**src/rtl/pop_router.sv**
```systemverilog
// -----------------------------------------------------------------------------
// pop_router
//
// Pops words from an upstream source FIFO and routes each one to one of two
// downstream FIFOs.  The destination is chosen by one bit of the data word:
// bit SEL_BIT = 0 goes to dest0 and bit SEL_BIT = 1 goes to dest1.  Only one
// word is in flight at a time.  This lets a destination that reports
// almost-full (depth-1 entries) still absorb the word that is already on its
// way.
//
// State table
//   state | meaning
//   IDLE  | waiting for the pop condition (enable, source not empty,
//         | neither destination almost full)
//   READ  | fifo_pop asserted; source presents the word next cycle
//   LATCH | source word on fifo_data; captured and pushed on the closing edge
//
// Ports
//   clk                  single clock, all state on posedge
//   reset                synchronous active-low reset
//   enable               permits new pops from the source FIFO
//   fifo_empty           source FIFO empty flag
//   fifo_data            source FIFO read data, valid the cycle after fifo_pop
//   fifo_pop             source FIFO read enable (high exactly in READ)
//   dest0_almost_full    dest0 almost-full flag
//   dest1_almost_full    dest1 almost-full flag
//   dest0_push           dest0 write enable (registered)
//   dest1_push           dest1 write enable (registered)
//   dest_data            registered word shared by both destinations
//   count0, count1       words pushed to dest0 / dest1, wrapping at 256
//   busy                 FSM not IDLE or a push is pending
// -----------------------------------------------------------------------------
module pop_router #(
    parameter int TAMANO_DATOS = 10,
    parameter int SEL_BIT      = 8
) (
    input  logic                    clk,
    input  logic                    reset,
    input  logic                    enable,
    input  logic                    fifo_empty,
    input  logic [TAMANO_DATOS-1:0] fifo_data,
    output logic                    fifo_pop,
    input  logic                    dest0_almost_full,
    input  logic                    dest1_almost_full,
    output logic                    dest0_push,
    output logic                    dest1_push,
    output logic [TAMANO_DATOS-1:0] dest_data,
    output logic [7:0]              count0,
    output logic [7:0]              count1,
    output logic                    busy
);

    typedef enum logic [1:0] {
        IDLE  = 2'd0,
        READ  = 2'd1,
        LATCH = 2'd2
    } state_t;

    state_t state;
    state_t state_next;

    logic pop_ok;
    logic capture;

    // New pops need every gate open; a word already popped completes anyway.
    assign pop_ok = enable & ~fifo_empty & ~dest0_almost_full & ~dest1_almost_full;

    always_ff @(posedge clk) begin
        if (!reset) begin
            state <= IDLE;
        end else begin
            state <= state_next;
        end
    end

    always_comb begin
        state_next = state;
        fifo_pop   = 1'b0;
        capture    = 1'b0;
        case (state)
            IDLE: begin
                if (pop_ok) begin
                    state_next = READ;
                end
            end
            READ: begin
                fifo_pop   = 1'b1;
                state_next = LATCH;
            end
            LATCH: begin
                capture    = 1'b1;
                state_next = pop_ok ? READ : IDLE;
            end
            default: begin
                state_next = IDLE;
            end
        endcase
    end

    // The push for word k lands in the same cycle as the READ of word k+1,
    // which gives one word per two cycles at full rate.
    always_ff @(posedge clk) begin
        if (!reset) begin
            dest_data  <= '0;
            dest0_push <= 1'b0;
            dest1_push <= 1'b0;
            count0     <= 8'd0;
            count1     <= 8'd0;
        end else begin
            dest0_push <= 1'b0;
            dest1_push <= 1'b0;
            if (capture) begin
                dest_data  <= fifo_data;
                dest0_push <= ~fifo_data[SEL_BIT];
                dest1_push <= fifo_data[SEL_BIT];
            end
            count0 <= count0 + {7'd0, dest0_push};
            count1 <= count1 + {7'd0, dest1_push};
        end
    end

    assign busy = (state != IDLE) | dest0_push | dest1_push;

endmodule

```
**config.mk**
```make
export PLATFORM = sky130hd
export DESIGN_NAME = pop_router
export DESIGN_NICKNAME = d
export VERILOG_FILES = /design/src/rtl/pop_router.sv
export SDC_FILE = /design/constraint.sdc
export NUM_CORES = 1
export LEC_CHECK = 0
export CORE_UTILIZATION = 44
export DETAILED_ROUTE_END_ITERATION = 7
export GPL_TIMING_DRIVEN = 0
export PLACE_DENSITY = 0.93
export SYNTH_ARGS = -nofsm -noshare
export SYNTH_HDL_FRONTEND = slang
export SYNTH_SLANG_ARGS = --single-unit
```
**constraint.sdc**
```tcl
create_clock -name clk -period 3.8 [get_ports clk]
set_clock_uncertainty 0.15 [all_clocks]
set_input_delay 0.95 -clock clk [delete_from_list [all_inputs] [get_ports clk]]
set_output_delay 0.95 -clock clk [all_outputs]
set_load 0.02 [all_outputs]
```
# Word-level counts from Yosys, hierarchy flattened

Cells that the tools add are included.

Register bits: 30
Input port bits: 16
Output and inout bits: 30
Word-level logic and storage cells: 28

$add $sub $neg: 2
Eq/ne operators: 3
Mux-type cells: 5
Bitwise gates (word level): 9
Reduce and logical (&&, ||, !) cells: 3

Operator list:

| operator             | number |
|---|---|
| $add A8 B1 Y8        | 2 |
| $pmux W2 S3          | 1 |
| $not A1 Y1           | 4 |
| $and A1 B1 Y1        | 3 |
| $mux W1              | 3 |
| $eq A2 B1 Y1 const B | 1 |
| $eq A2 B2 Y1 const B | 1 |
| $logic_not A2 Y1     | 1 |
| $mux W2              | 1 |
| $ne A2 B2 Y1 const B | 1 |
| $or A1 B1 Y1         | 2 |
| $reduce_and A2 Y1    | 1 |
| $reduce_bool A2 Y1   | 1 |

# Longest topological paths before layout

Gate-level depths: netlist of run 1.

Word-level depth: 6
Gate-level depth with buffers: 5

# Worst setup path before layout of run 1

OpenSTA, ideal clock, no wires.

Path type: register to output
Start point: register dest0_push
End point: output port busy
Arrival time: 965 ps
Slack: 1735 ps
Cell stages (with the launch flop): 2
Path through: dfxtp_1 > or4_1

Cells in the longest elaborated chain, start to end: 2

Ends and longest elaborated chain:

| what                      | RTL line | text |
|---|---|---|
| start, declared           | 45       | `output logic dest0_push,` |
| start signal, assigned    | 114      | `dest0_push <= ~fifo_data[SEL_BIT];` |
| $or A1 B1 Y1 (2 in a row) | 122      | `assign busy = (state != IDLE) \| dest0_push \| dest1_push;` |
| end, declared             | 50       | `output logic busy` |

Every way passes these cells.

# Worst setup path after layout of run 1

Start point: register state[0]
End point: output port busy

Cells in the longest elaborated chain, start to end: 3

Ends and longest elaborated chain:

| what                      | RTL line | text |
|---|---|---|
| start, declared           | 59       | `state_t state;` |
| start signal, assigned    | 72       | `state <= state_next;` |
| $reduce_bool A2 Y1        | 122      |  |
| $or A1 B1 Y1 (2 in a row) | 122      |  |

Every way passes these cells.

==> results by group, run 1 <==
Run status
  • Outcome: finished, final reports clean

Run
  • Max-Cap Viols: 0

Clock network
  • Clock sink count: 30
  • CTS tree: done
  • CTS buffer count: 5
  • Clk root buf: clkbuf_4
  • Setup Buffers After CTS: 0
  • CTS max path bufs: 2
  • Skew-Pair Late Insertion Delay: 0.33 ns
  • Post-cts resize count: 0
  • H-tree depth: 2
  • Hold_buf cts: 0
  • Clock slew at reported path FFs: 0.09 ns

Final layout
  • Layout cells sized above 1: 4.520%
  • Register area: 600.6 um2
  • Ant diodes: 0
  • Post-route cell area: 0.001650 mm2
  • Fin cells: 205
  • Fin nets: 197
  • Area of the multi-input gates: 499.2 um2
  • Synth-to-Final Area Change: 47.37%
  • Fill cells: around 190

Critical path
  • CP Capture Type: output pin
  • CP max-delay cell: clkdlybuf4s50_1
  • Crit path max-delay family: buffers and inverters
  • Worst EP arrival: about 1.8 ns
  • Crit path launch type: flip-flop
  • Worst Path Required: ~2.7 ns
  • Worst R2R Setup Slack: 2.13 ns
  • Crit path cell chain: or4_1, clkdlybuf4s50_1
  • Max stage delay on crit path: 0.56 ns
  • Critical path type: flip-flop to output pin
  • Crit Path Max Fanout: 5
  • CP bufs+invs: 1

Global routing
  • Largest net degree at the start of global routing: 11
  • First-pass GRT wire length: 4567 um
  • All-Layer GR Usage: about a quarter
  • Vias in the first global route: 1090
  • Number of antenna violations at the first check in global routing: 0
  • Congestion Overflow GR: 0

Routing
  • Initial drt markers: 11
  • Pre-antenna DRT Iters: 4
  • Post-route ant nets: 0
  • Routed via count: roughly 1.1k
  • Via-to-Cell Ratio: 5.312
  • Residual DRC: 0
  • Routed wire length: 2707 um
  • DR WL/cell: 13.20 um

STA
  • Period utilization: 75.02%
  • Worst slew pin tran: approximately 0.47 ns
  • Sum Neg Setup Slack: 0 ns
  • RSZ-0062 raised after global routing: no
  • Slew Limit Fails: 0
  • Final Hold Viols: 0
  • Setup violators final: 0
  • Tmin final: 2.851 ns
  • WHS: around 0.32 ns
  • FMAX: 0.3508 GHz
  • Max-slew headroom: between 60 and 70%

Floorplanning
  • Initial Util: approximately half
  • Die width: 52.45 um
  • Placement Rows: 17
  • Num ports: 46
  • Die area: 0.002751 mm2
  • Core Region: 0.002297 mm2
  • Die height: 52.45 um

Placement
  • DP HPWL: ~2000 um
  • IO buf count: 45
  • DP Cell Count: 198
  • GPL Wtd Cong: 0.7423
  • Area after DPL: 0.001605 mm2

Yosys
  • Synth Area in Adders: 4.469%
  • Main combinational cell family by area after synthesis: simple AND/OR/NAND/NOR gates
  • Post-Synth Simple-Gate Area: 25.36%
  • Syn nets: approximately 150
  • Yosys warning count: 0
  • Synth cell types: 25
  • Cell count after synthesis: 125
  • Post-synthesis sequential area ratio: 53.63%
  • Syn_area_per_cell: around 9 um2
  • Post-synthesis register bit count: 30
  • Synth Flop Type: dfxtp_1
  • Synth Area in Compound Gates: about a tenth
  • Post-Synth XOR/XNOR Area: 4.693%
  • EDFF count, synth: 0
  • Ys async rst share: 0%
  • Post-synthesis mux area share: 0%
  • Post-Synthesis Cell Area: 0.001120 mm2

Min path
  • Tightest Hold Check Type: flip-flop to flip-flop

Power and ir drop
  • Pwr dens: 313.5 mW/mm2
  • Peak supply drop: approximately 250 uV
  • Static Leak: 0.5923 nW
state kept, by name, summed over array words and instances (netlist names):
| name | cells |
|---|---|
| dest_data | 10 |
| dest1_push | 1 |
| count1 | 8 |
| state | 2 |
| count0 | 8 |
| dest0_push | 1 |
worst register-to-register path, cell delays in order, from the launching register on:
cell and delay, ns:
dfxtp_1 0.37, ha_1 0.24, ha_1 0.21, nand3_1 0.13
or3_1 0.36, a21oi_1 0.14
synthesized netlist by cell type (2+ instances only):
cell type	instances	share of area, %
a21oi_1	16	7.2
and2_1	5	2.8
buf_1	2	0.67
dfxtp_1	30	54
ha_1	4	4.5
nand2_1	24	8.0
nand3_1	7	3.1
nor2_1	6	2.0
nor2b_1	2	1.1
nor3_1	2	0.89
o21ai_0	5	2.2
or3_1	4	2.2
or4_1	2	1.3
xnor2_1	2	1.6
xor2_1	4	3.1
layout make-up:
| class | instances | area share [%] |
|---|---|---|
| flip-flops and latches | 30 | 36.39 |
| multi-input cells | 90 | 30.25 |
| repair buffers | 45 | 27.29 |
| clock buffers | 7 | 2.729 |
| well taps | 28 | 2.123 |
| plain buffers | 4 | 0.9856 |
| inverters | 1 | 0.2274 |
power breakdown:
part           internal, mW  leakage, nW  switching, mW
registers             0.315        0.242       0.000815
logic                0.0178        0.325         0.0112
clock network        0.0696       0.0254          0.103
placed cells by master, fill, tap and decap left out, drive strengths merged, types with 3 or more instances in the layout:
| cell | count |
|---|---|
| nand2 | 25 |
| dfxtp | 30 |
| or3 | 5 |
| clkdlybuf4s50 | 45 |
| clkbuf | 8 |
| a21oi | 16 |
| nand3 | 7 |
| ha | 4 |
| buf | 3 |
| and2 | 5 |
| o21ai | 5 |
| nor2 | 6 |
| xor2 | 4 |
routing by layer:
layer  wire length [um]  part of all wire [%]  global-route usage, %  up-vias
met5                  0                     0                      0        -
met4                 87                   3.2                  15.79        0
met3                201                   7.4                  8.406       13
met2               1382                    51                  42.19       51
met1               1036                    38                  22.74      496
li1                   -                     -                      -      529
per-stage QoR:
step / setup WS (ns) / utilization [%] / power [mW]
4_1_cts: 0.9324 / 71.84 / 0.5182
6_report: 0.9491 / 71.84 / 0.5174
5_1_grt: 0.8817 / 71.84 / 0.5404
3_5_place_dp: 1.303 / 69.88 / 0.3523
3_3_place_gp: 1.327 / 69.88 / 0.3514
2_1_floorplan: 1.735 / - / 0.3311
cells by family after synthesis:
logic type      Yosys count
compound gates           22
fa+ha+maj                 4
xor+xnor                  6
simple gates             58
buf+inv                   5
flops                    30
path summary, 6_finish.rpt:
check / startpoint / to / cells after the start
worst min-delay path: dest_data[6] / dest_data[6] / 2
worst min register to register: dest_data[6] / dest_data[6] / 2
worst max register to register: dest0_push / count0[6] / 5
worst max-delay path: state[0] / busy / 2
No activity file was read; power rests on OpenSTA's default activity.
==> inputs of run 2 (changes only) <==
Settings changed: CORE_UTILIZATION 44 to 41, PLACE_DENSITY 0.93 to 0.88.
Clock period 3.8 ns to 2.8 ns, I/O delays scaled along.
==> results by group, run 2 (synthesis results as in run 1) <==
Final layout
  • Most frequent cells in the layout: clkdlybuf4s50_1 (45), dfxtp_1 (30), nand2_1 (24)
  • Most flop-heavy register: dest_data
  • Ant diodes: 0 (unchanged)
  • Layout cells sized above 1: 4.520% (unchanged)
  • Area of the multi-input gates: 499.2 um2 (unchanged)
  • Synth-to-Final Area Change: 47.60%
  • Register area: 600.6 um2 (unchanged)
  • Fill cells: 230 (+20%)
  • Final Util: 65.53% (-6.3 points)
  • Fin nets: 197 (unchanged)
  • Biggest regs: dest_data (10), count0 (8), count1 (8)
  • Most common cell after layout, fill and taps aside: clkdlybuf4s50_1
  • Fin cells: 207 (+0.98%)
  • Max reg flops: 10 (unchanged)

Global routing
  • All-Layer GR Usage: 19.37% (-4.4 points)
  • Largest net degree at the start of global routing: 11 (unchanged)
  • Congestion Overflow GR: 0 (unchanged)
  • Number of antenna violations at the first check in global routing: 0 (unchanged)
  • First-pass GRT wire length: 3912 um (-14%)
  • Vias in the first global route: 938 (-14%)

Floorplanning
  • Die height: 54.26 um (+3.5%)
  • Initial Util: 44.39% (-4.4 points)
  • Core Region: 0.002522 mm2 (+9.8%)
  • Die width: 54.26 um (+3.5%)
  • Num ports: 46 (unchanged)
  • Placement Rows: 18 (+1)
  • Die area: 0.002944 mm2 (+7.0%)

Routing
  • Residual DRC: 0 (unchanged)
  • Post-route ant nets: 0 (unchanged)
  • Via-to-Cell Ratio: 5.150 (-3.1%)
  • Initial drt markers: 17 (+6)
  • Pre-antenna DRT Iters: 4 (unchanged)
  • Routed wire length: 2514 um (-7.1%)
  • Routed via count: 1066 (-2.1%)
  • DR WL/cell: 12.14 um (-8.0%)

Run status
  • Outcome: finished, final reports clean

STA
  • Period utilization: 91.78%
  • Final Hold Viols: 0 (unchanged)
  • Max-slew headroom: 68.03% (-0.61 points)
  • FMAX: 0.3891 GHz
  • Slew Limit Fails: 0 (unchanged)
  • Sum Neg Setup Slack: 0 ns (unchanged)
  • Tmin final: between 2 and 3 ns
  • WHS: 0.3112 ns (-0.004840 ns)
  • Setup violators final: 0 (unchanged)
  • Worst slew pin tran: 0.4795 ns (+0.009117 ns)
  • RSZ-0062 raised after global routing: no

Clock network
  • Clk root buf: clkbuf_4
  • CTS max path bufs: 2 (unchanged)
  • Post-cts resize count: 0 (unchanged)
  • Clock sink count: 30 (unchanged)
  • Hold_buf cts: 0 (unchanged)
  • Skew-Pair Late Insertion Delay: 0.32 ns (about the same)
  • H-tree depth: 2 (unchanged)
  • CTS tree: done
  • Setup Buffers After CTS: 0 (unchanged)
  • CTS buffer count: 5 (unchanged)
  • Clock slew at reported path FFs: 0.08 ns (about the same)

Critical path
  • Worst Path Required: 1.95 ns (-0.75 ns)
  • Worst EP arrival: 1.72 ns (-0.03 ns)
  • Crit path max-delay family: buffers and inverters
  • CP Capture Type: output pin
  • CP max-delay cell: clkdlybuf4s50_1
  • Critical path type: flip-flop to output pin
  • Crit path cell chain: or4_1, clkdlybuf4s50_1
  • Max stage delay on crit path: 0.55 ns (about the same)
  • CP bufs+invs: 1 (unchanged)
  • Crit Path Max Fanout: 5 (unchanged)
  • Crit path launch type: flip-flop

Power and ir drop
  • Sw Share: 21.37% (-0.82 points)
  • Peak supply drop: 343.0 uV (+38%)
  • Total Power: 0.6949 mW (+34%)
  • Pint: 0.5464 mW (+36%)
  • Pwr dens: 420.4 mW/mm2 (+34%)
  • Switching pwr: 0.1485 mW (+29%)
  • Part of the power in registers: 61.7% (+0.6 points)
  • Comb pwr share: 5.7% (about the same)
  • Static Leak: 0.5923 nW (unchanged)
  • Clock power frac: 32.6% (-0.7 points)

Placement
  • DP HPWL: 1905 um (-7.0%)
  • DP Cell Count: 200 (+1.0%)
  • IO buf count: 45 (unchanged)
  • GPL Wtd Cong: 0.7076 (-4.7%)

Min path
  • Tightest Hold Check Type: flip-flop to flip-flop

Run
  • Max-Cap Viols: 0 (unchanged)
## run 2: final timing paths
check | from | end | slack (ns) | depth (start not counted)
max | state[0] | busy | 0.23 | 2
min | dest_data[2] | dest_data[2] | 0.31 | 2
max reg2reg | dest0_push | count0[6] | 1.14 | 5
min reg2reg | dest_data[2] | dest_data[2] | 0.31 | 2
## run 2: final cells by class
type,count,area share (%)
flip-flops and latches,30,36.34
multi-input cells,90,30.20
repair buffers,45,27.25
clock buffers,7,2.725
well taps,30,2.271
plain buffers,4,0.9841
inverters,1,0.2271
## run 2: through the flow
step,instance area (um2),setup slack [ns]
2_1_floorplan,1120,0.9852
4_1_cts,1653,0.2131
6_report,1653,0.2301
3_3_place_gp,1608,0.5812
5_1_grt,1653,0.1628
3_5_place_dp,1608,0.5778
## run 2: power by group through the flow
stage               registers, mW  clock network (mW)  logic (mW)
finish                      0.429               0.227      0.0395
global route                0.429               0.252      0.0428
floorplan                   0.440                   0     0.00906
CTS                         0.429               0.234      0.0398
global placement            0.439                   0      0.0382
detailed placement          0.439                   0      0.0395
## run 2: routing by layer
| metal | vias up | wire [um] | GRT usage [%] |
|---|---|---|---|
| met5 | - | 0 | 0 |
| met1 | 493 | 1062 | 21.90 |
| li1 | 530 | - | - |
| met2 | 40 | 1225 | 31.30 |
| met4 | 0 | 31 | 7.692 |
| met3 | 3 | 194 | 9.167 |
## run 2: worst reg2reg max path, stage by stage (launching register included)
cell and delay [ns]:
dfxtp_1 0.37, ha_1 0.23, ha_1 0.20, nand3_1 0.14, or3_1 0.37, a21oi_1 0.14
